### src/rtl/multicycle_control_unit_if.sv
// Control/status bundle between the multi-cycle RV32I controller and the
// datapath/shared memory it sequences.
interface multicycle_control_unit_if;
    // Datapath and memory status seen by the controller
    logic [31:0] instr;
    logic        zero;
    logic        lt;
    logic        ltu;
    logic        mem_ready;

    // Controller outputs steering the datapath and memory
    logic        mem_req;
    logic        Mem_Write;
    logic        Adr_src;
    logic        IR_write;
    logic        PC_write;
    logic        Reg_write;
    logic [2:0]  Imm_src;
    logic [1:0]  ALU_src_A;
    logic [1:0]  ALU_src_B;
    logic [3:0]  ALU_control;
    logic [1:0]  Result_src;
    logic        trap;
    logic [1:0]  trap_cause;

    // Controller side
    modport master (
        input  instr, zero, lt, ltu, mem_ready,
        output mem_req, Mem_Write, Adr_src, IR_write, PC_write, Reg_write,
               Imm_src, ALU_src_A, ALU_src_B, ALU_control, Result_src,
               trap, trap_cause
    );

    // Datapath / memory side
    modport slave (
        output instr, zero, lt, ltu, mem_ready,
        input  mem_req, Mem_Write, Adr_src, IR_write, PC_write, Reg_write,
               Imm_src, ALU_src_A, ALU_src_B, ALU_control, Result_src,
               trap, trap_cause
    );
endinterface

### src/rtl/multicycle_control_unit.sv
// Multi-cycle RV32I controller. Sequences each instruction over several
// cycles on a shared instruction/data memory, with a mem_req/mem_ready
// wait-state handshake, a bounded memory timeout and a sticky trap state.
module multicycle_control_unit #(
    parameter int TIMEOUT    = 15,   // max wait cycles before trapping (1..255)
    parameter bit TIMEOUT_EN = 1'b1  // 0: wait for memory indefinitely
) (
    input  logic                      clk,
    input  logic                      reset,
    multicycle_control_unit_if.master bus
);

    // FSM state encoding
    localparam logic [3:0] S_FETCH     = 4'd0;
    localparam logic [3:0] S_DECODE    = 4'd1;
    localparam logic [3:0] S_MEM_ADR   = 4'd2;
    localparam logic [3:0] S_MEM_READ  = 4'd3;
    localparam logic [3:0] S_MEM_WB    = 4'd4;
    localparam logic [3:0] S_MEM_WRITE = 4'd5;
    localparam logic [3:0] S_EXEC_R    = 4'd6;
    localparam logic [3:0] S_EXEC_I    = 4'd7;
    localparam logic [3:0] S_ALU_WB    = 4'd8;
    localparam logic [3:0] S_BRANCH    = 4'd9;
    localparam logic [3:0] S_JAL       = 4'd10;
    localparam logic [3:0] S_JALR      = 4'd11;
    localparam logic [3:0] S_LINK      = 4'd12;
    localparam logic [3:0] S_LUI       = 4'd13;
    localparam logic [3:0] S_TRAP      = 4'd14;

    // RV32I major opcodes
    localparam logic [6:0] OP_LOAD   = 7'b0000011;
    localparam logic [6:0] OP_STORE  = 7'b0100011;
    localparam logic [6:0] OP_R      = 7'b0110011;
    localparam logic [6:0] OP_I      = 7'b0010011;
    localparam logic [6:0] OP_BRANCH = 7'b1100011;
    localparam logic [6:0] OP_JAL    = 7'b1101111;
    localparam logic [6:0] OP_JALR   = 7'b1100111;
    localparam logic [6:0] OP_LUI    = 7'b0110111;

    // ALU operation codes
    localparam logic [3:0] ALU_ADD  = 4'd0;
    localparam logic [3:0] ALU_SUB  = 4'd1;
    localparam logic [3:0] ALU_AND  = 4'd2;
    localparam logic [3:0] ALU_OR   = 4'd3;
    localparam logic [3:0] ALU_XOR  = 4'd4;
    localparam logic [3:0] ALU_SLT  = 4'd5;
    localparam logic [3:0] ALU_SLTU = 4'd6;
    localparam logic [3:0] ALU_SLL  = 4'd7;
    localparam logic [3:0] ALU_SRL  = 4'd8;
    localparam logic [3:0] ALU_SRA  = 4'd9;

    // Trap causes
    localparam logic [1:0] CAUSE_NONE    = 2'b00;
    localparam logic [1:0] CAUSE_ILLEGAL = 2'b01;
    localparam logic [1:0] CAUSE_TIMEOUT = 2'b10;

    localparam logic [7:0] WAIT_LIMIT = 8'(TIMEOUT);

    logic [3:0] state;
    logic [3:0] next_state;
    logic [7:0] wait_cnt;
    logic [1:0] cause_q;
    logic [1:0] cause_d;

    logic [6:0] opcode;
    logic [2:0] funct3;
    logic       alt_bit;
    logic       mem_state;
    logic       timed_out;
    logic       branch_bad;
    logic       taken;

    assign opcode = bus.instr[6:0];
    assign funct3 = bus.instr[14:12];
    assign alt_bit = bus.instr[30];

    // Instruction fields that only the datapath consumes
    logic unused_instr_bits;
    assign unused_instr_bits = ^{bus.instr[31], bus.instr[29:15], bus.instr[11:7]};

    // States that hold a memory request open and are therefore timed
    assign mem_state = (state == S_FETCH) || (state == S_MEM_READ) || (state == S_MEM_WRITE);

    // A completing access (mem_ready high) always beats the limit
    assign timed_out = TIMEOUT_EN && mem_state && !bus.mem_ready && (wait_cnt == WAIT_LIMIT);

    // funct3 010/011 are not defined for conditional branches
    assign branch_bad = (funct3 == 3'b010) || (funct3 == 3'b011);

    // ALU op shared by R- and I-type execution; alt selects sub/sra
    function automatic logic [3:0] alu_decode(input logic [2:0] f3, input logic alt);
        logic [3:0] op;
        case (f3)
            3'b000:  op = alt ? ALU_SUB : ALU_ADD;
            3'b001:  op = ALU_SLL;
            3'b010:  op = ALU_SLT;
            3'b011:  op = ALU_SLTU;
            3'b100:  op = ALU_XOR;
            3'b101:  op = alt ? ALU_SRA : ALU_SRL;
            3'b110:  op = ALU_OR;
            default: op = ALU_AND;
        endcase
        return op;
    endfunction

    // Branch condition evaluated from the ALU flags
    always_comb begin
        // NOTE: every signal written in a combinational block gets a default
        // first, so no path leaves it unassigned and no latch is inferred.
        taken = 1'b0;
        case (funct3)
            3'b000:  taken = bus.zero;
            3'b001:  taken = !bus.zero;
            3'b100:  taken = bus.lt;
            3'b101:  taken = !bus.lt;
            3'b110:  taken = bus.ltu;
            3'b111:  taken = !bus.ltu;
            default: taken = 1'b0;
        endcase
    end

    // Next-state selection and the cause recorded on entry to TRAP
    always_comb begin
        next_state = state;
        cause_d    = CAUSE_NONE;
        case (state)
            S_FETCH: begin
                if (bus.mem_ready) begin
                    next_state = S_DECODE;
                end else if (timed_out) begin
                    next_state = S_TRAP;
                    cause_d    = CAUSE_TIMEOUT;
                end
            end
            S_DECODE: begin
                case (opcode)
                    OP_LOAD, OP_STORE: next_state = S_MEM_ADR;
                    OP_R:              next_state = S_EXEC_R;
                    OP_I:              next_state = S_EXEC_I;
                    OP_BRANCH:         next_state = S_BRANCH;
                    OP_JAL:            next_state = S_JAL;
                    OP_JALR:           next_state = S_JALR;
                    OP_LUI:            next_state = S_LUI;
                    default: begin
                        next_state = S_TRAP;
                        cause_d    = CAUSE_ILLEGAL;
                    end
                endcase
            end
            S_MEM_ADR: next_state = bus.instr[5] ? S_MEM_WRITE : S_MEM_READ;
            S_MEM_READ: begin
                if (bus.mem_ready) begin
                    next_state = S_MEM_WB;
                end else if (timed_out) begin
                    next_state = S_TRAP;
                    cause_d    = CAUSE_TIMEOUT;
                end
            end
            S_MEM_WRITE: begin
                if (bus.mem_ready) begin
                    next_state = S_FETCH;
                end else if (timed_out) begin
                    next_state = S_TRAP;
                    cause_d    = CAUSE_TIMEOUT;
                end
            end
            S_MEM_WB, S_ALU_WB, S_LINK, S_LUI: next_state = S_FETCH;
            S_EXEC_R, S_EXEC_I:                next_state = S_ALU_WB;
            S_BRANCH: begin
                if (branch_bad) begin
                    next_state = S_TRAP;
                    cause_d    = CAUSE_ILLEGAL;
                end else begin
                    next_state = S_FETCH;
                end
            end
            S_JAL, S_JALR: next_state = S_LINK;
            S_TRAP:        next_state = S_TRAP;
            default:       next_state = S_FETCH;  // unused encodings recover
        endcase
    end

    // State, wait counter and sticky trap cause
    always_ff @(posedge clk or posedge reset) begin
        // NOTE: sequential state uses non-blocking assignments so every
        // register samples its inputs from before this clock edge.
        if (reset) begin
            state    <= S_FETCH;
            wait_cnt <= 8'd0;
            cause_q  <= CAUSE_NONE;
        end else begin
            state <= next_state;
            if (next_state != state) begin
                wait_cnt <= 8'd0;
            end else if (mem_state && !bus.mem_ready && (wait_cnt != 8'hFF)) begin
                wait_cnt <= wait_cnt + 8'd1;
            end
            if ((next_state == S_TRAP) && (state != S_TRAP)) begin
                cause_q <= cause_d;
            end
        end
    end

    // Moore control decode (plus completion/branch qualified writes), forced low in reset
    always_comb begin
        bus.mem_req     = 1'b0;
        bus.Mem_Write   = 1'b0;
        bus.Adr_src     = 1'b0;
        bus.IR_write    = 1'b0;
        bus.PC_write    = 1'b0;
        bus.Reg_write   = 1'b0;
        bus.Imm_src     = 3'b000;
        bus.ALU_src_A   = 2'b00;
        bus.ALU_src_B   = 2'b00;
        bus.ALU_control = ALU_ADD;
        bus.Result_src  = 2'b00;
        bus.trap        = 1'b0;
        bus.trap_cause  = CAUSE_NONE;
        if (!reset) begin
            bus.trap_cause = cause_q;
            case (state)
                S_FETCH: begin
                    bus.mem_req    = 1'b1;
                    bus.ALU_src_B  = 2'b10;
                    bus.Result_src = 2'b10;
                    bus.IR_write   = bus.mem_ready;
                    bus.PC_write   = bus.mem_ready;
                end
                S_DECODE: begin
                    bus.ALU_src_A = 2'b01;
                    bus.ALU_src_B = 2'b01;
                    bus.Imm_src   = (opcode == OP_JAL) ? 3'b011 : 3'b010;
                end
                S_MEM_ADR: begin
                    bus.ALU_src_A = 2'b10;
                    bus.ALU_src_B = 2'b01;
                    bus.Imm_src   = bus.instr[5] ? 3'b001 : 3'b000;
                end
                S_MEM_READ: begin
                    bus.mem_req = 1'b1;
                    bus.Adr_src = 1'b1;
                end
                S_MEM_WB: begin
                    bus.Result_src = 2'b01;
                    bus.Reg_write  = 1'b1;
                end
                S_MEM_WRITE: begin
                    bus.mem_req   = 1'b1;
                    bus.Mem_Write = 1'b1;
                    bus.Adr_src   = 1'b1;
                end
                S_EXEC_R: begin
                    bus.ALU_src_A   = 2'b10;
                    bus.ALU_control = alu_decode(funct3, alt_bit);
                end
                S_EXEC_I: begin
                    bus.ALU_src_A   = 2'b10;
                    bus.ALU_src_B   = 2'b01;
                    bus.ALU_control = alu_decode(funct3, alt_bit && (funct3 == 3'b101));
                end
                S_ALU_WB: bus.Reg_write = 1'b1;
                S_BRANCH: begin
                    bus.ALU_src_A   = 2'b10;
                    bus.ALU_control = ALU_SUB;
                    bus.PC_write    = taken && !branch_bad;
                end
                S_JAL: bus.PC_write = 1'b1;
                S_JALR: begin
                    bus.ALU_src_A  = 2'b10;
                    bus.ALU_src_B  = 2'b01;
                    bus.Result_src = 2'b10;
                    bus.PC_write   = 1'b1;
                end
                S_LINK: begin
                    bus.ALU_src_A  = 2'b01;
                    bus.ALU_src_B  = 2'b10;
                    bus.Result_src = 2'b10;
                    bus.Reg_write  = 1'b1;
                end
                S_LUI: begin
                    bus.Imm_src    = 3'b100;
                    bus.Result_src = 2'b11;
                    bus.Reg_write  = 1'b1;
                end
                S_TRAP:  bus.trap = 1'b1;
                default: ;
            endcase
        end
    end

endmodule

### src/flat_wrapper.sv
// flat-port wrapper written by rule: the top's interface ports become plain ports
module multicycle_control_unit_flat 
#(
    parameter int TIMEOUT    = 15,                                              
    parameter bit TIMEOUT_EN = 1'b1                                    
)
  (clk, reset, bus_instr, bus_zero, bus_lt, bus_ltu, bus_mem_ready, bus_mem_req, bus_Mem_Write, bus_Adr_src, bus_IR_write, bus_PC_write, bus_Reg_write, bus_Imm_src, bus_ALU_src_A, bus_ALU_src_B, bus_ALU_control, bus_Result_src, bus_trap, bus_trap_cause);
  multicycle_control_unit_if bus_i ();
  input  logic clk;
  input  logic reset;
  input wire logic [$bits(bus_i.instr)-1:0] bus_instr;
  input wire logic [$bits(bus_i.zero)-1:0] bus_zero;
  input wire logic [$bits(bus_i.lt)-1:0] bus_lt;
  input wire logic [$bits(bus_i.ltu)-1:0] bus_ltu;
  input wire logic [$bits(bus_i.mem_ready)-1:0] bus_mem_ready;
  output wire logic [$bits(bus_i.mem_req)-1:0] bus_mem_req;
  output wire logic [$bits(bus_i.Mem_Write)-1:0] bus_Mem_Write;
  output wire logic [$bits(bus_i.Adr_src)-1:0] bus_Adr_src;
  output wire logic [$bits(bus_i.IR_write)-1:0] bus_IR_write;
  output wire logic [$bits(bus_i.PC_write)-1:0] bus_PC_write;
  output wire logic [$bits(bus_i.Reg_write)-1:0] bus_Reg_write;
  output wire logic [$bits(bus_i.Imm_src)-1:0] bus_Imm_src;
  output wire logic [$bits(bus_i.ALU_src_A)-1:0] bus_ALU_src_A;
  output wire logic [$bits(bus_i.ALU_src_B)-1:0] bus_ALU_src_B;
  output wire logic [$bits(bus_i.ALU_control)-1:0] bus_ALU_control;
  output wire logic [$bits(bus_i.Result_src)-1:0] bus_Result_src;
  output wire logic [$bits(bus_i.trap)-1:0] bus_trap;
  output wire logic [$bits(bus_i.trap_cause)-1:0] bus_trap_cause;
  assign bus_i.instr = bus_instr;
  assign bus_i.zero = bus_zero;
  assign bus_i.lt = bus_lt;
  assign bus_i.ltu = bus_ltu;
  assign bus_i.mem_ready = bus_mem_ready;
  assign bus_mem_req = bus_i.mem_req;
  assign bus_Mem_Write = bus_i.Mem_Write;
  assign bus_Adr_src = bus_i.Adr_src;
  assign bus_IR_write = bus_i.IR_write;
  assign bus_PC_write = bus_i.PC_write;
  assign bus_Reg_write = bus_i.Reg_write;
  assign bus_Imm_src = bus_i.Imm_src;
  assign bus_ALU_src_A = bus_i.ALU_src_A;
  assign bus_ALU_src_B = bus_i.ALU_src_B;
  assign bus_ALU_control = bus_i.ALU_control;
  assign bus_Result_src = bus_i.Result_src;
  assign bus_trap = bus_i.trap;
  assign bus_trap_cause = bus_i.trap_cause;
  multicycle_control_unit #(.TIMEOUT(TIMEOUT), .TIMEOUT_EN(TIMEOUT_EN)) u_core (.clk(clk), .reset(reset), .bus(bus_i));
endmodule
### config.mk
export PLATFORM = sky130hd
export DESIGN_NAME = multicycle_control_unit_flat
export DESIGN_NICKNAME = d
export VERILOG_FILES = /design/src/rtl/multicycle_control_unit_if.sv /design/src/rtl/multicycle_control_unit.sv /design/src/flat_wrapper.sv
export SDC_FILE = /design/constraint.sdc
export NUM_CORES = 1
export LEC_CHECK = 0
export BUFFER_PORTS_ARGS = -buffer_cell sky130_fd_sc_hd__buf_2
export CAP_MARGIN = 0
export CORE_MARGIN = 5
export CORE_UTILIZATION = 42
export CTS_CLUSTER_SIZE = 40
export DETAILED_ROUTE_END_ITERATION = 7
export PLACE_DENSITY = 0.74
export SETUP_SLACK_MARGIN = 0.4
export SYNTH_ARGS = -nofsm -noshare
export SYNTH_HDL_FRONTEND = slang
export SYNTH_SLANG_ARGS = --single-unit
### constraint.sdc
create_clock -name clk -period 2 [get_ports clk]
set_input_delay 0.4 -clock clk [delete_from_list [all_inputs] [get_ports clk]]
set_output_delay 0.4 -clock clk [all_outputs]
set_load 0.005 [all_outputs]
==> metrics.txt, run 1 <==
status finished, violations left; violated checks negative setup slack; Antenna Cells 0; HPWL after DPL between 3000 and 4000 um; Syn. warnings 0; vias in the first global route 1673; area of the die approximately 4800 um2; Starting Density 0.435; sequential area share after synthesis 0.240; DR iter-0 viols 148; fin crit share 1.14; Num CTS Buffers 3; clk sinks 14; Slew Viols, Final 0; PnR worst setup slack -0.286 ns; Root Driver clkbuf_4; Post-route DRC 0; Detail Route Antenna Nets 0; PortBufs 38; total grt overflow 0; share of cells above drive strength 1 0.551; met3 wire length between 300 and 400 um; Startpoint Class register; FF-to-FF path depth 7; WP data required 2.20 ns; post-route cell area approximately 2500 um2; largest net degree at the start of global routing 18; latest clock arrival within the worst-skew pair roughly 0.28 ns; Final Setup Violations 19; drt pass-1 iters 4; routability cong. around 0.89; met2 WL 2690 um; TritonCTS clock tree built; Die X 69.0 um; kind of critical path reg -> reg; number of synthesized register bits 14; worst reg2reg startpoint u_core.state[0]$_DFF_PP0_; WP data arrival approximately 2.5 ns; RSZ-0062 raised after global routing yes; synthesized area 1460 um2; GRT Overall Usage 0.186; worst min path class in -> async; vias per std cell between 5 and 6; die height 69.0 um; Avg Cell Area, Syn around 7.9 um2; global-route wire length before repair 7550 um; largest fanout on the critical path 8; # IOs 60; Overall Power between 3000 and 4000 uW; TNS Setup -2.64 ns; R2R Setup Slk -0.29 ns; ys flop type dfrtp_1; Top Metal Used met4; Core Area approximately 3400 um2; syn_nets ~220; Worst setup EP type register; final WL 5450 um; wire length per cell roughly 17 um; Cell Count, Final, Fillers Out around 320; DP Area approximately 2000 um2; clk slew on worst S/H paths ~0.080 ns; met1 WL 2290 um; crit path time final roughly 2.3 ns; peak supply drop about 0.49 mV; P&R area growth vs syn 72.5%; initial antenna violation count 0; fmax 438 MHz; Hold Vio Cnt, Final 0; reg2reg end u_core.wait_cnt[6]$_DFFE_PP0P_; CTS H-tree depth 1; routed vias 1837; Nets 316; Critical Path Start u_core.state[0]$_DFF_PP0_; Filler cells approximately 230; synth unique cells 56; Post-synth EDFFs 0; Cells after DPL 300; Core Rows 21; CTS Buffer Depth 2; power density cells 1250 nW/um2; cell count after synthesis 185; Worst Skew a little under 0.006 ns; Max-cap violations 0; Post-synth ARST share 1.00; DP Worst Slack -0.144 ns; Post-CTS Hold Buffers 0; Lkg Pwr about 0.0012 uW; Slew HR 0.632; Slew @ Worst Pin approximately 0.55 ns
## cells in the mapped netlist, drive strengths merged (3+ instances only)
cell	number	share of area
nor3	18	0.065
dfrtp	14	0.24
nor2	14	0.041
nand2	13	0.033
inv	10	0.026
xnor2	8	0.058
a21oi	7	0.024
buf	7	0.027
clkbuf	7	0.018
nand3	7	0.024
xor2	7	0.042
o21ai	6	0.021
mux2i	5	0.034
nand3b	5	0.026
nor4	4	0.017
a211oi	3	0.019
and3	3	0.013
nand4	3	0.013
nor2b	3	0.013
nor4b	3	0.018
o31ai	3	0.015
o32a	3	0.021
## critical path, stage by stage, from the launching register on
cell	delay, ns
dfrtp_1	0.40
buf_4	0.13
or4b_4	0.52
nor3_4	0.31
a221oi_4	0.13
xor2_1	0.29
o21ai_4	0.19
nor3_2	0.21
## area by class of cell
type	instances	area [um2]	share of cell area
clock buffer	4	36.3	0.0144
tap	46	57.6	0.0228
sequential	14	352	0.139
timing repair buffer	101	764	0.303
inverter	10	47.5	0.0188
multi-input combinational	147	1270	0.502
## through the flow
stage	hold slack, ns	util
finish	0.399	0.750
global route	0.396	0.750
CTS	0.362	0.670
detailed placement	0.473	0.600
global placement	0.468	0.600
floorplan	0.452	-
## cells in the final DEF (no fill, tap or decap), types with 2 or more instances in the layout
cell / n
buf_12: 3
o32a_1: 3
o31ai_1: 3
xnor2_1: 5
and4_1: 2
buf_4: 44
o21ai_1: 2
mux2i_1: 5
buf_6: 15
dfrtp_1: 13
xor2_1: 7
nand3_1: 5
nor2_4: 2
nand2_2: 3
o211ai_1: 2
clkbuf_4: 3
nor3_1: 7
nand2_1: 9
clkinvlp_4: 2
nand4_1: 3
nor2b_1: 3
nand3b_1: 5
o21ai_2: 2
nor3_4: 2
nor4b_2: 2
nor3_2: 9
and3_1: 3
xnor2_4: 2
inv_1: 7
nor4_2: 3
and2_1: 2
nand3_2: 2
a211oi_1: 2
buf_2: 38
a21oi_1: 6
nor2_1: 12
## cells by family (layout without fill, tap and decap cells)
group / Yosys count / count (layout) / synth area share
flops: 14 / 14 / 0.240
simple gates: 87 / 87 / 0.340
fa+ha+maj: 1 / 1 / 0.00855
xor+xnor: 15 / 15 / 0.100
buf+inv: 24 / 115 / 0.0702
mux: 5 / 5 / 0.0342
compound gates: 39 / 39 / 0.208
## power breakdown
part	leakage, uW	total (uW)	internal (uW)	switching [uW]
logic	0.000964	2550	1260	1290
registers	0.000185	399	348	50.6
clock network	0.0000210	198	111	86.9
## how the worst max path moves through the flow
stage	end	cells after the start
2_1_floorplan	u_core.wait_cnt[0]$_DFFE_PP0P_	7
3_5_place_dp	u_core.wait_cnt[0]$_DFFE_PP0P_	8
3_3_place_gp	u_core.wait_cnt[0]$_DFFE_PP0P_	8
6_report	u_core.wait_cnt[6]$_DFFE_PP0P_	7
5_1_grt	u_core.wait_cnt[5]$_DFFE_PP0P_	9
4_1_cts	bus_ALU_control[0]	7
## registers in the layout (all words and copies together) (netlist names)
register and flops:
u_core.state 4, u_core.wait_cnt 8, u_core.cause_q 2
## layer usage
metal  vias up  track usage
met5         -            0
met4         0       0.0369
met3        16       0.0291
met2        76        0.310
met1       873        0.254
li1        872            -
## what timing repair did
item | 4_1_cts | 5_1_grt
gates cloned | 1 | 0
pin swaps | 13 | 15
setup endpoints to repair | 32 | 34
buffers inserted | 5 | 12
gates resized for setup | 36 | 31
(Power assumes the default switching activity.)
==> inputs of run 2 (changes only) <==
--- a/config.mk
+++ b/config.mk
@@ -7,7 +7,6 @@
 export LEC_CHECK = 0
 export BUFFER_PORTS_ARGS = -buffer_cell sky130_fd_sc_hd__buf_2
 export CAP_MARGIN = 0
-export CORE_MARGIN = 5
 export CORE_UTILIZATION = 42
 export CTS_CLUSTER_SIZE = 40
 export DETAILED_ROUTE_END_ITERATION = 7
==> metrics.txt, run 2 (synthesized netlist as in run 1, its figures left out) <==
initial antenna violation count 0 (unchanged); status finished, violations left (unchanged); Nets 317 (was 316); Post-CTS Hold Buffers 0 (unchanged); Antenna Cells 0 (unchanged); routed vias 1807 (was 1837); GRT Overall Usage 0.264 (was 0.186); final hold slack 0.368 ns (was 0.399 ns); Slew HR 0.717 (was 0.632); grt met1 use 0.351 (was 0.254); WP data required 1.60 ns (was 2.20 ns); DR iter-0 viols 96 (was 148); routability cong. 0.862 (was 0.887); violated checks negative setup slack (unchanged); Hold Vio Cnt, Final 0 (unchanged); area of the die 3720 um2 (was 4760 um2); most common cell after layout, fill and taps aside buf_4 (unchanged); P&R area growth vs syn 71.7% (was 72.5%); largest reg by FF count u_core.wait_cnt (unchanged); met3 GRT Util 0.0294 (was 0.0291); total grt overflow 0 (unchanged); Lkg Pwr 0.00119 uW (was 0.00117 uW); largest net degree at the start of global routing 18 (unchanged); vias per std cell 5.59 (was 5.70); fmax 460 MHz (was 438 MHz); Critical Path Max Stage Delay 0.59 ns (was 0.52 ns); Slew Viols, Final 0 (unchanged); WP data arrival 1.78 ns (was 2.49 ns); Num CTS Buffers 3 (unchanged); power density cells 1270 nW/um2 (was 1250 nW/um2); TritonCTS clock tree built (unchanged); HPWL after DPL 3150 um (was 3380 um); clk slew on worst S/H paths 0.10 ns (was 0.08 ns); Worst setup EP type primary output (was register); biggest regs u_core.wait_cnt x8, u_core.state x4, u_core.cause_q x2 (unchanged); crit path time final 2.18 ns (was 2.29 ns); DP Worst Slack -0.144 ns (about the same); Die X 61.0 um (was 69.0 um); commonest non-fill, non-tap cells in the layout buf_4 (40), buf_2 (38), buf_6 (22) (was buf_4 (44), buf_2 (38), buf_6 (15)); multi-input logic area 1240 um2 (was 1270 um2); Cells after DPL 294 (was 300); worst min path class in -> async (unchanged); Largest register FFs 8 (unchanged); share of cells above drive strength 1 0.552 (was 0.551); Root Driver clkbuf_4 (unchanged); RSZ-0062 raised after global routing yes (unchanged); # IOs 60 (unchanged); latest clock arrival within the worst-skew pair 0.29 ns (was 0.28 ns); global-route met2 utilization 0.469 (was 0.310); drt pass-1 iters 5 (was 4); Worst Skew 0.00670 ns (was 0.00578 ns); gr busiest metal met2 (unchanged); largest fanout on the critical path 5 (was 8); CP bufs+invs 2 (was 1); Startpoint Class register (unchanged); crit-path cells or4b_4 -> buf_6 -> o21ai_2 -> and2_1 -> buf_2 (was buf_4 -> or4b_4 -> nor3_4 -> a221oi_4 -> xor2_1 -> o21ai_4 -> nor3_2); clk sinks 14 (unchanged); TNS Setup -1.59 ns (was -2.64 ns); final WL 5360 um (was 5450 um); Overall Power 3180 uW (was 3150 uW); Max-cap violations 0 (unchanged); wire length per cell 16.6 um (was 16.9 um); fin crit share 1.09 (was 1.14); Post-route DRC 0 (unchanged); Detail Route Antenna Nets 0 (unchanged); PortBufs 38 (unchanged); Final Setup Violations 19 (unchanged); Starting Density 0.438 (was 0.435); Core Rows 21 (unchanged); kind of critical path reg -> out (was reg -> reg); Slew @ Worst Pin 0.422 ns (was 0.551 ns); peak supply drop 0.826 mV (was 0.492 mV); FF/Latch Area 353 um2 (was 352 um2); cell family with the largest share of critical-path delay simple AND/OR/NAND/NOR gates (unchanged); die height 61.0 um (was 69.0 um); Critical-path top delay cell or4b_4 (unchanged); Filler cells 238 (was 226); CTS H-tree depth 1 (unchanged); CTS Buffer Depth 2 (unchanged); vias in the first global route 1571 (was 1673); Core Area 3340 um2 (was 3360 um2); PnR worst setup slack -0.176 ns (was -0.286 ns); Cell Count, Final, Fillers Out 323 (was 322); global-route wire length before repair 7310 um (was 7550 um)
run 2: final timing paths:
check / startpoint / endpoint / slack [ns] / cells after the start
setup / recovery: u_core.state[2]$_DFF_PP0_ / bus_ALU_src_B[0] / -0.18 / 5
hold / removal: reset / u_core.state[3]$_DFF_PP0_ / 0.37 / 3
setup reg to reg: u_core.state[2]$_DFF_PP0_ / u_core.wait_cnt[1]$_DFFE_PP0P_ / -0.13 / 6
hold reg to reg: u_core.cause_q[0]$_DFFE_PP0P_ / u_core.cause_q[0]$_DFFE_PP0P_ / 0.53 / 1
max in group asynchronous: reset / u_core.state[2]$_DFF_PP0_ / 1.44 / 3
min in group clk: u_core.cause_q[0]$_DFFE_PP0P_ / u_core.cause_q[0]$_DFFE_PP0P_ / 0.53 / 1
run 2: final cells by class:
cell class	instances	share of cell area
Inverter	10	0.0169
Timing Repair Buffer	102	0.310
Multi-Input combinational cell	147	0.495
Tap cell	46	0.0229
Clock buffer	4	0.0144
Sequential cell	14	0.141
run 2: layer usage:
| metal | wire length, um | up-vias |
|---|---|---|
| li1 | - | 868 |
| met5 | 0 | - |
| met1 | 2340 | 878 |
| met2 | 2750 | 49 |
| met3 | 180 | 12 |
| met4 | 92 | 0 |
run 2: worst reg2reg max path: stages, from the launching register on:
cell and delay, ns:
dfrtp_2 0.46, or4b_4 0.59, nor3_4 0.27, a221oi_4 0.12
xor2_1 0.24, o21ai_4 0.15, nor3_2 0.22
run 2: power by group:
group	total (uW)	internal, uW	switching (uW)
registers	407	350	57.1
logic	2550	1280	1280
clock network	217	111	107
run 2: per-stage QoR:
stage | utilization | instance area, um2
final | 0.753 | 2510
after global routing | 0.753 | 2510
after CTS | 0.669 | 2230
after detailed placement | 0.591 | 1970
after global placement | 0.591 | 1970
after floorplan | - | 1530
run 2: repair_timing:
item | in CTS | in global routing
pin swaps | 15 | 18
resized for setup | 33 | 40
buffers inserted | 11 | 12
gates cloned | 1 | 1
endpoints found under the setup margin | 33 | 34
